File: config.mk
export PLATFORM = sky130hd
export DESIGN_NAME = contactor_sequencer
export DESIGN_NICKNAME = d
export VERILOG_FILES = /design/src/rtl/contactor_sequencer.sv
export SDC_FILE = /design/constraint.sdc
export NUM_CORES = 1
export LEC_CHECK = 0
export CAP_MARGIN = 20
export CORE_MARGIN = 3
export CORE_UTILIZATION = 40
export DETAILED_ROUTE_END_ITERATION = 12
export GPL_ROUTABILITY_DRIVEN = 0
export HOLD_SLACK_MARGIN = 0.02
export SLEW_MARGIN = 20
export SYNTH_ARGS = -nofsm -noshare
export SYNTH_HDL_FRONTEND = slang
export SYNTH_SLANG_ARGS = --single-unit
File: constraint.sdc
create_clock -name i_clk -period 2.58 [get_ports i_clk]
set_input_delay 0.516 -clock i_clk [delete_from_list [all_inputs] [get_ports i_clk]]
set_output_delay 0.516 -clock i_clk [all_outputs]
set_load 0.02 [all_outputs]
File: src/rtl/contactor_sequencer.sv
// -----------------------------------------------------------------------------
// contactor_sequencer
//
// Command-side controller for the eight-contactor ring (A..H, idx 0..7).
// It takes one open/close command at a time and raises a one-hot close request
// toward the ring interlock. The coil is driven only when the interlock permits.
// The block then waits for debounced auxiliary feedback, bounded by a timeout.
// Coil/feedback disagreement on any channel not currently being switched is
// latched as a fault.
//
// Ports:
//   i_clk, i_rst_n          clock (rising edge), async active-low reset
//   i_cmd_valid/o_cmd_ready command handshake (ready only in IDLE, not while a
//                           response is being pulsed)
//   i_cmd_idx, i_cmd_close  contactor index and direction (1 = close)
//   o_req                   one-hot close request to the interlock
//   i_permit                interlock permits (1 = allowed)
//   i_fb                    raw asynchronous auxiliary contacts
//   o_fb_stable             synchronised + debounced feedback
//   o_coil                  coil drive
//   o_resp_valid/o_resp_code one-cycle response: 00 ok, 01 denied,
//                           10 timeout, 11 discrepancy
//   o_fault, o_fault_idx    latched fault and offending channel
//   i_fault_clr             fault acknowledge (honoured only once feedback is 0)
// -----------------------------------------------------------------------------
module contactor_sequencer #(
  parameter int DEBOUNCE_CYCLES = 16,
  parameter int TIMEOUT_CYCLES  = 1000
) (
  input  logic       i_clk,
  input  logic       i_rst_n,
  input  logic       i_cmd_valid,
  output logic       o_cmd_ready,
  input  logic [2:0] i_cmd_idx,
  input  logic       i_cmd_close,
  output logic [7:0] o_req,
  input  logic [7:0] i_permit,
  input  logic [7:0] i_fb,
  output logic [7:0] o_fb_stable,
  output logic [7:0] o_coil,
  output logic       o_resp_valid,
  output logic [1:0] o_resp_code,
  output logic       o_fault,
  output logic [2:0] o_fault_idx,
  input  logic       i_fault_clr
);

  localparam int TIMER_W = $clog2(TIMEOUT_CYCLES + 1);
  localparam int CNT_W   = (DEBOUNCE_CYCLES > 1) ? $clog2(DEBOUNCE_CYCLES + 1) : 1;

  localparam logic [TIMER_W-1:0] TIMER_LAST = TIMER_W'(TIMEOUT_CYCLES - 1);
  localparam logic [TIMER_W-1:0] TIMER_MAX  = TIMER_W'(TIMEOUT_CYCLES);
  localparam logic [CNT_W-1:0]   CNT_LAST   = CNT_W'(DEBOUNCE_CYCLES - 1);

  localparam logic [1:0] RESP_OK      = 2'b00;
  localparam logic [1:0] RESP_DENIED  = 2'b01;
  localparam logic [1:0] RESP_TIMEOUT = 2'b10;
  localparam logic [1:0] RESP_DISCREP = 2'b11;

  typedef enum logic [2:0] {
    S_IDLE    = 3'd0,
    S_REQ     = 3'd1,
    S_CHECK   = 3'd2,
    S_WAIT_FB = 3'd3,
    S_FAULT   = 3'd4
  } state_t;

  // One-hot decode of a contactor index.
  function automatic logic [7:0] onehot8(input logic [2:0] idx);
    return 8'h01 << idx;
  endfunction

  // Index of the lowest set bit (0 when none are set).
  function automatic logic [2:0] lowest_set(input logic [7:0] v);
    logic [2:0] r;
    r = 3'd0;
    for (int k = 7; k >= 0; k--) begin
      if (v[k]) begin
        r = 3'(k);
      end
    end
    return r;
  endfunction

  // ---------------------------------------------------------------------------
  // Feedback synchroniser and debounce
  // ---------------------------------------------------------------------------
  logic [7:0]       sync1_r;
  logic [7:0]       sync2_r;
  logic [7:0]       stable_r;
  logic [CNT_W-1:0] cnt_r [8];

  // Two-flop synchroniser plus per-bit run-length counter; a bit flips only
  // after DEBOUNCE_CYCLES consecutive samples that differ from the output.
  always_ff @(posedge i_clk or negedge i_rst_n) begin
    if (!i_rst_n) begin
      sync1_r  <= 8'h00;
      sync2_r  <= 8'h00;
      stable_r <= 8'h00;
      for (int k = 0; k < 8; k++) begin
        cnt_r[k] <= {CNT_W{1'b0}};
      end
    end else begin
      sync1_r <= i_fb;
      sync2_r <= sync1_r;
      for (int k = 0; k < 8; k++) begin
        if (sync2_r[k] == stable_r[k]) begin
          cnt_r[k] <= {CNT_W{1'b0}};
        end else if (cnt_r[k] == CNT_LAST) begin
          stable_r[k] <= sync2_r[k];
          cnt_r[k]    <= {CNT_W{1'b0}};
        end else begin
          cnt_r[k] <= cnt_r[k] + CNT_W'(1);
        end
      end
    end
  end

  // ---------------------------------------------------------------------------
  // Command FSM
  // ---------------------------------------------------------------------------
  state_t             state_r,      state_s;
  logic [2:0]         idx_r,        idx_s;
  logic               close_r,      close_s;
  logic [7:0]         req_r,        req_s;
  logic [7:0]         coil_r,       coil_s;
  logic [TIMER_W-1:0] timer_r,      timer_s;
  logic               resp_valid_r, resp_valid_s;
  logic [1:0]         resp_code_r,  resp_code_s;
  logic               fault_r,      fault_s;
  logic [2:0]         fault_idx_r,  fault_idx_s;

  logic [7:0] chk_mask_s;
  logic [7:0] mism_s;
  logic       trip_s;
  logic       cmd_ready_s;

  // Discrepancy monitor: the channel being switched is exempt while a command
  // is in flight, because its coil and feedback legitimately disagree then.
  always_comb begin
    chk_mask_s = 8'hFF;
    if (state_r != S_IDLE) begin
      chk_mask_s = ~onehot8(idx_r);
    end else begin
      chk_mask_s = 8'hFF;
    end
    mism_s = (coil_r ^ stable_r) & chk_mask_s;
    trip_s = (state_r != S_FAULT) && (mism_s != 8'h00);
  end

  // Ready is withheld during the response pulse so acceptance starts one
  // IDLE cycle later.
  assign cmd_ready_s = (state_r == S_IDLE) && !resp_valid_r;

  // Next-state and next-output logic; the discrepancy trip outranks every
  // state action, including a same-cycle timeout.
  always_comb begin
    state_s      = state_r;
    idx_s        = idx_r;
    close_s      = close_r;
    req_s        = 8'h00;
    coil_s       = coil_r;
    timer_s      = timer_r;
    resp_valid_s = 1'b0;
    resp_code_s  = resp_code_r;
    fault_s      = fault_r;
    fault_idx_s  = fault_idx_r;

    if (trip_s) begin
      state_s     = S_FAULT;
      coil_s      = 8'h00;
      fault_s     = 1'b1;
      fault_idx_s = lowest_set(mism_s);
      if (state_r != S_IDLE) begin
        resp_valid_s = 1'b1;
        resp_code_s  = RESP_DISCREP;
      end else begin
        resp_valid_s = 1'b0;
      end
    end else begin
      case (state_r)
        S_IDLE: begin
          if (i_cmd_valid && cmd_ready_s) begin
            idx_s   = i_cmd_idx;
            close_s = i_cmd_close;
            if (i_cmd_close) begin
              req_s = onehot8(i_cmd_idx);
            end else begin
              req_s = 8'h00;
            end
            state_s = S_REQ;
          end else begin
            state_s = S_IDLE;
          end
        end
        S_REQ: begin
          req_s   = req_r;
          state_s = S_CHECK;
        end
        S_CHECK: begin
          if (close_r && !i_permit[idx_r]) begin
            resp_valid_s = 1'b1;
            resp_code_s  = RESP_DENIED;
            state_s      = S_IDLE;
          end else if ((coil_r[idx_r] == close_r) && (stable_r[idx_r] == close_r)) begin
            resp_valid_s = 1'b1;
            resp_code_s  = RESP_OK;
            state_s      = S_IDLE;
          end else begin
            coil_s[idx_r] = close_r;
            timer_s       = {TIMER_W{1'b0}};
            state_s       = S_WAIT_FB;
          end
        end
        S_WAIT_FB: begin
          if (stable_r[idx_r] == close_r) begin
            resp_valid_s = 1'b1;
            resp_code_s  = RESP_OK;
            state_s      = S_IDLE;
          end else if (timer_r >= TIMER_LAST) begin
            timer_s      = TIMER_MAX;
            state_s      = S_FAULT;
            coil_s       = 8'h00;
            fault_s      = 1'b1;
            fault_idx_s  = idx_r;
            resp_valid_s = 1'b1;
            resp_code_s  = RESP_TIMEOUT;
          end else if (timer_r < TIMER_MAX) begin
            timer_s = timer_r + TIMER_W'(1);
          end else begin
            timer_s = TIMER_MAX;
          end
        end
        S_FAULT: begin
          coil_s  = 8'h00;
          fault_s = 1'b1;
          // Leave only once every contactor is confirmed open.
          if (i_fault_clr && (stable_r == 8'h00)) begin
            fault_s = 1'b0;
            state_s = S_IDLE;
          end else begin
            state_s = S_FAULT;
          end
        end
        default: begin
          state_s = S_IDLE;
          coil_s  = 8'h00;
        end
      endcase
    end
  end

  // State and registered-output update; reset drops every coil immediately.
  always_ff @(posedge i_clk or negedge i_rst_n) begin
    if (!i_rst_n) begin
      state_r      <= S_IDLE;
      idx_r        <= 3'd0;
      close_r      <= 1'b0;
      req_r        <= 8'h00;
      coil_r       <= 8'h00;
      timer_r      <= {TIMER_W{1'b0}};
      resp_valid_r <= 1'b0;
      resp_code_r  <= 2'b00;
      fault_r      <= 1'b0;
      fault_idx_r  <= 3'd0;
    end else begin
      state_r      <= state_s;
      idx_r        <= idx_s;
      close_r      <= close_s;
      req_r        <= req_s;
      coil_r       <= coil_s;
      timer_r      <= timer_s;
      resp_valid_r <= resp_valid_s;
      resp_code_r  <= resp_code_s;
      fault_r      <= fault_s;
      fault_idx_r  <= fault_idx_s;
    end
  end

  assign o_cmd_ready  = cmd_ready_s;
  assign o_req        = req_r;
  assign o_fb_stable  = stable_r;
  assign o_coil       = coil_r;
  assign o_resp_valid = resp_valid_r;
  assign o_resp_code  = resp_code_r;
  assign o_fault      = fault_r;
  assign o_fault_idx  = fault_idx_r;

endmodule

==> Word level (Yosys, flattened, before mapping) <==
Cells that the tools add are included.
{ "word_totals": {"ff_bits": 104, "output_inout_bits": 32} }
{ "classes": {"bitwise_logic": 12, "addsub": 9, "muxes": 81, "n_reduce_logical": 33, "eq_ne": 36, "shifts": 2, "order_cmp": 4} }
{ "op_table": {"columns": ["op", "n"], "rows": [
  ["5-bit two-way mux", 16],
  ["8-bit two-way mux", 9],
  ["10-bit two-way mux", 5],
  ["3-bit two-way mux", 16],
  ["5-bit by 1-bit adder with 5-bit output, second input constant", 8],
  ["5-bit by 4-bit equality test with 1-bit output, second input constant", 8],
  ["8-bit one-hot mux with 3 select lines", 1],
  ["10-bit one-hot mux with 2 select lines", 1],
  ["2-bit two-way mux", 8],
  ["8-bit one-hot mux with 2 select lines", 1],
  ["2-bit AND reduction", 8],
  ["1-bit by 3-bit left shift with 8-bit output, first input constant", 2],
  ["1-bit two-way mux", 15],
  ["3-bit != test, second input constant", 5],
  ["3-bit one-hot mux with 5 select lines", 1],
  ["10-bit by 1-bit adder with 10-bit output, second input constant", 1],
  ["1-bit equality test", 10],
  ["10-bit >= comparator, second input constant", 1],
  ["10-bit less-than comparator, second input constant", 1],
  ["2-bit != test, second input constant", 5],
  ["5-bit AND reduction", 2],
  ["1-bit binary-select mux with 3-bit select", 3],
  ["1-bit inverter", 9],
  ["3-bit AND reduction", 3],
  ["23 further kinds", 38]
]} }

==> Logic depth before layout (Yosys ltp) <==
{ "logic_depth": {"depth_word": 13, "ltp_mapped": 11, "ltp_nobuf": 8} }

==> Least setup slack after synthesis <==
Ideal clock, no wire load.
{ "synth_timing": {"kind": "flip-flop to flip-flop", "start": "register idx_r[0]", "end": "register resp_code_r[0] (netlist: o_resp_code[0])", "required_ps": 2455, "synth_period_minus_slack_ps": 2551, "slack_ps": 29, "path_stages_with_launch": 9, "path_buffers": 1, "setup_ps": 125, "arrival_ps": 2426, "path_cell_list": "dfrtp_1 -> or3b_4 -> o21a_1 -> o22a_1 -> or4_1 -> buf_6 -> o21ai_4 -> o2111ai_4 -> mux2_4"} }
{ "synth_between": {"elab_chain_cells": 8, "word_cells_on_any_way": 26, "cone_classes": "eq/ne: 5; shift: 1; mux: 11; bitwise: 2; reduce/logical: 7"} }
{ "synth_lines": {"columns": ["element", "line_no", "source"], "rows": [
  ["start, declared", "123", "logic [2:0] idx_r, idx_s;"],
  ["start signal, assigned", "268", "idx_r <= idx_s;"],
  ["1-bit by 3-bit left shift with 8-bit output", "70", "return 8'h01 << idx;"],
  ["8-bit inverter", "143", "chk_mask_s = ~onehot8(idx_r);"],
  ["8-bit two-way mux", "142", "if (state_r != S_IDLE) begin"],
  ["8-bit bitwise AND", "147", "mism_s = (coil_r ^ stable_r) & chk_mask_s;"],
  ["8-bit nonzero test", "148", "trip_s = (state_r != S_FAULT) && (mism_s != 8'h00);"],
  ["1-bit logical AND", "148", null],
  ["4-bit != test (no line) (tied with other cells)", null, null],
  ["4-bit AND reduction (no line)", null, null],
  ["end signal, assigned", "274", "resp_code_r <= resp_code_s;"],
  ["end, declared", "129", "logic [1:0] resp_code_r, resp_code_s;"]
]} }
Several ways; a longest one is shown, not always the timed one. The select of a mux whose other input is x is not followed.
A chain may end at the register's enable or synchronous reset.

==> Worst setup path in the final report <==
{ "layout_timing": {"start": "register idx_r[1]", "end": "register timer_r[7]"} }
{ "layout_between": {"elab_chain_cells": 8, "word_cells_on_any_way": 22, "cone_classes": "eq/ne: 5; shift: 1; mux: 7; bitwise: 3; reduce/logical: 6"} }
{ "layout_lines": {"columns": ["element", "line_no", "source"], "rows": [
  ["branches (longest 7 deep; another with 1-bit binary-select mux with 3-bit select)", null, null],
  ["5-bit AND reduction (no line) *", null, null],
  ["end signal, assigned", "261", "timer_r <= {TIMER_W{1'b0}};"],
  ["end signal, assigned", "272", "timer_r <= timer_s;"],
  ["end, declared", "127", "logic [TIMER_W-1:0] timer_r, timer_s;"]
]} }
Every way passes the cells marked *. The select of a mux whose other input is x is not followed.

==> impl_metrics.py <==
metrics = {
    "clock_tree": {
        "cts_root_buffer": "clkbuf_16",
        "cts_tree": "built",
        "path_clk_slew_ns": 0.07,
        "numCtsBuffers": 9,
        "htree_num_levels": 3,
        "cts_buffer_depth": 2,
        "clkLatencyLatePin_ns": 0.36,
        "ctsHoldBuffers": 0,
        "cts.sinks": 104,
    },
    "job": {
        "maxCapViolations": 0,
    },
    "die": {
        "core_um2": 12200,
        "start_util_pct": 41.8,
        "dieArea_um2": 14100,
        "ios": 56,
        "die-height_um": 119,
        "rows": 40,
        "die_w_um": 119,
    },
    "hold_path": {
        "min_path_type": "primary input to asynchronous set/reset pin",
    },
    "routing": {
        "wl_met1_um": 5480,
        "dr.pass1.iters": 4,
        "ant_nets": 0,
        "top_layer": "met4",
        "wl_met3_um": 437,
        "wl_met2_um": 6110,
        "wl_um": 12300,
        "drcViolationCount": 0,
        "dr.first_iter.drc_count": 216,
        "post_drt_wl_per_cell_um": 15.8,
        "viasPerCell": 5.29,
        "num_vias": 4105,
    },
    "global_routing": {
        "grt_pass1_wl_um": 20100,
        "antenna_found_initial": 0,
        "track_usage_pct": 17.7,
        "grt_pass1_vias": 4101,
        "grt_start_max_net_pins": 51,
        "grt.overflow.total": 0,
    },
    "worst_setup_path": {
        "cp-start-kind": "flip-flop",
        "slowest_stage": "or4_4",
        "worstSetupEndpointType": "flip-flop",
        "setup.worst_path.class": "flip-flop to flip-flop",
        "critPathMaxStageDelay_ns": 0.52,
        "critPathArrivalTime_ns": 2.92,
        "crit_fanout": 8,
        "path_cells": "or3b_4 -> o21a_1 -> o22a_1 -> or4_4 -> buf_12 -> buf_6 -> o41ai_4 -> o41ai_2",
        "crit_required_ns": 2.80,
    },
    "yosys": {
        "syn_area_um2": 5100,
        "synth_ff_type": "dfrtp_1",
        "syn_nets": 503,
        "yosysUniqueCellTypes": 67,
        "ys_top_cells_by_area": "dfrtp_1 (51%), xor2_1 (5.2%), nor2_1 (4.0%)",
        "synth_edf_count": 0,
        "async_flop_share_pct": 100,
        "syn_inst": 470,
        "yosysMostFrequentCell": "dfrtp_1",
        "synth_commonest_cells": "dfrtp_1 (104), nor2_1 (54), nand3_1 (30), xor2_1 (30), inv_1 (21)",
        "yosysSeqAreaShare_pct": 51.0,
        "ys_ff_latch": 104,
        "ys_warn_count": 0,
        "synth_top_area_share_pct": 51.0,
        "synth_area_leader_cell": "dfrtp_1",
        "avgSynthCellArea_um2": 10.9,
    },
    "finish": {
        "diodes": 0,
        "regArea_um2": 2610,
        "multiInputGateArea_um2": 2570,
        "drive_gt1_share_pct": 26.0,
        "area_growth_pct": 37.0,
        "fillers": 1076,
        "num-nets-final": 636,
        "fin_util_pct": 57.2,
    },
    "power_and_ir_drop": {
        "p_leak_nw": 3.28,
        "power_density_nw_per_um2": 963,
        "peakVddDrop_mv": 0.527,
    },
    "timing": {
        "hold_viol_final": 0,
        "layout_worst_path_cycle_share_pct": 105,
        "maxSlewHeadroom_pct": 69.0,
        "min_period_ns": 2.70,
        "tightest_slew_ns": 0.466,
        "drv_slew": 0,
        "setup_slack_ns": -0.117,
        "max_freq_ghz": 0.371,
        "hold_ws_ns": 0.109,
        "fin_worst_skew_ns": 0.00885,
        "rsz0062_at_grt": "yes",
        "setup_viol": 11,
    },
    "place": {
        "hpwlAfterDp_um": 8800,
        "port_buffers": 55,
    },
    "run_status": {
        "status": "finished, violations left",
        "violations": "setup timing",
    },
}
## worst paths after layout
check                        endpoint  slack [ns]  cells past startpoint       start
max                        timer_r[7]       -0.12                      8    idx_r[1]
min reg2reg                sync2_r[6]        0.35                      0  sync1_r[6]
min in group i_clk         sync2_r[6]        0.35                      0  sync1_r[6]
max reg2reg                timer_r[7]       -0.12                      8    idx_r[1]
max in group asynchronous  timer_r[0]        1.82                      2     i_rst_n
min                          cnt_r[5]        0.11                      1     i_rst_n
## cells by family (layout without fill, tap and decap cells)
| group | Yosys count | in the layout | synth area share (%) |
|---|---|---|---|
| buffers and inverters | 33 | 171 | 3.12 |
| xor gates and xnor gates | 33 | 33 | 5.67 |
| DFF | 104 | 104 | 51.0 |
| adders and majority gates | 9 | 9 | 2.21 |
| and+or+nand+nor | 173 | 173 | 18.4 |
| AOI/OAI and AO/OA | 94 | 94 | 13.0 |
| muxes | 24 | 24 | 6.60 |
## placed cells by master (no fill, tap or decap), types with 5 or more instances in the layout
cell type,count
buf_4,67
dfrtp_1,102
a21oi_1,16
and2_1,13
nor3_1,9
and3_1,10
inv_1,21
o21ai_0,15
mux2_2,11
clkdlybuf4s50_1,53
xor2_1,30
ha_1,9
buf_6,11
mux4_2,5
nor2b_1,5
nand3_1,29
clkbuf_16,9
o22ai_1,9
a22o_1,6
nor2_1,52
o21ai_1,5
nand2_1,16
## stage by stage
stage                     instance area, um2  total power [mW]  std cells  setup WS, ns  setup TNS (ns)
after floorplan                         5100              3.64        470        0.0293               0
after global routing                    6990              7.13        776        -0.182           -2.91
after detailed placement                6310              4.72        750        -0.350           -6.25
after global placement                  6310              4.69        750        -0.302           -5.62
final                                   6990              6.73        776        -0.117          -0.380
after CTS                               6750              6.34        771       -0.0649          -0.204
## flip-flops by register name, indices dropped and copies added (netlist names), 3 cells and up
register and cells:
o_req 8, cnt_r 40, o_fb_stable 8, state_r 3, idx_r 3, timer_r 10, sync1_r 8, o_fault_idx 3
o_coil 8, sync2_r 8
## power by group
part	internal [mW]	switching (mW)	leakage, nW
combinational	1.60	1.66	1.76
clock	0.785	0.657	0.158
sequential	1.83	0.192	1.36
total	4.22	2.51	3.28
## final cells by class
| cell class | count | area share (%) |
|---|---|---|
| Sequential cell | 104 | 37.3 |
| Multi-Input combinational cell | 333 | 36.7 |
| Timing Repair Buffer | 134 | 17.3 |
| Clock buffer | 9 | 3.22 |
| Tap cell | 168 | 3.01 |
| Clock inverter | 7 | 1.36 |
| Inverter | 21 | 1.13 |
## what timing repair did
action                                 4_1_cts  5_1_grt
setup endpoints to repair                   32       37
pin swaps                                   14       13
endpoints found under the hold margin        0        0
resized for setup                           22       40
setup buffers                                5        6
## layer usage
metal,vias up,track usage (%)
li1,1971,-
met1,2033,23.0
met2,79,29.3
met3,22,2.90
met4,0,7.39
met5,-,0
## critical path: cells and delay by family, from the launching register on
| family | cells | cell delay, ns |
|---|---|---|
| compound gates | 4 | 0.88 |
| buf+inv | 2 | 0.29 |
| flops | 1 | 0.45 |
| simple gates | 2 | 0.94 |
Note: power is estimated with default switching activity, not from simulation.
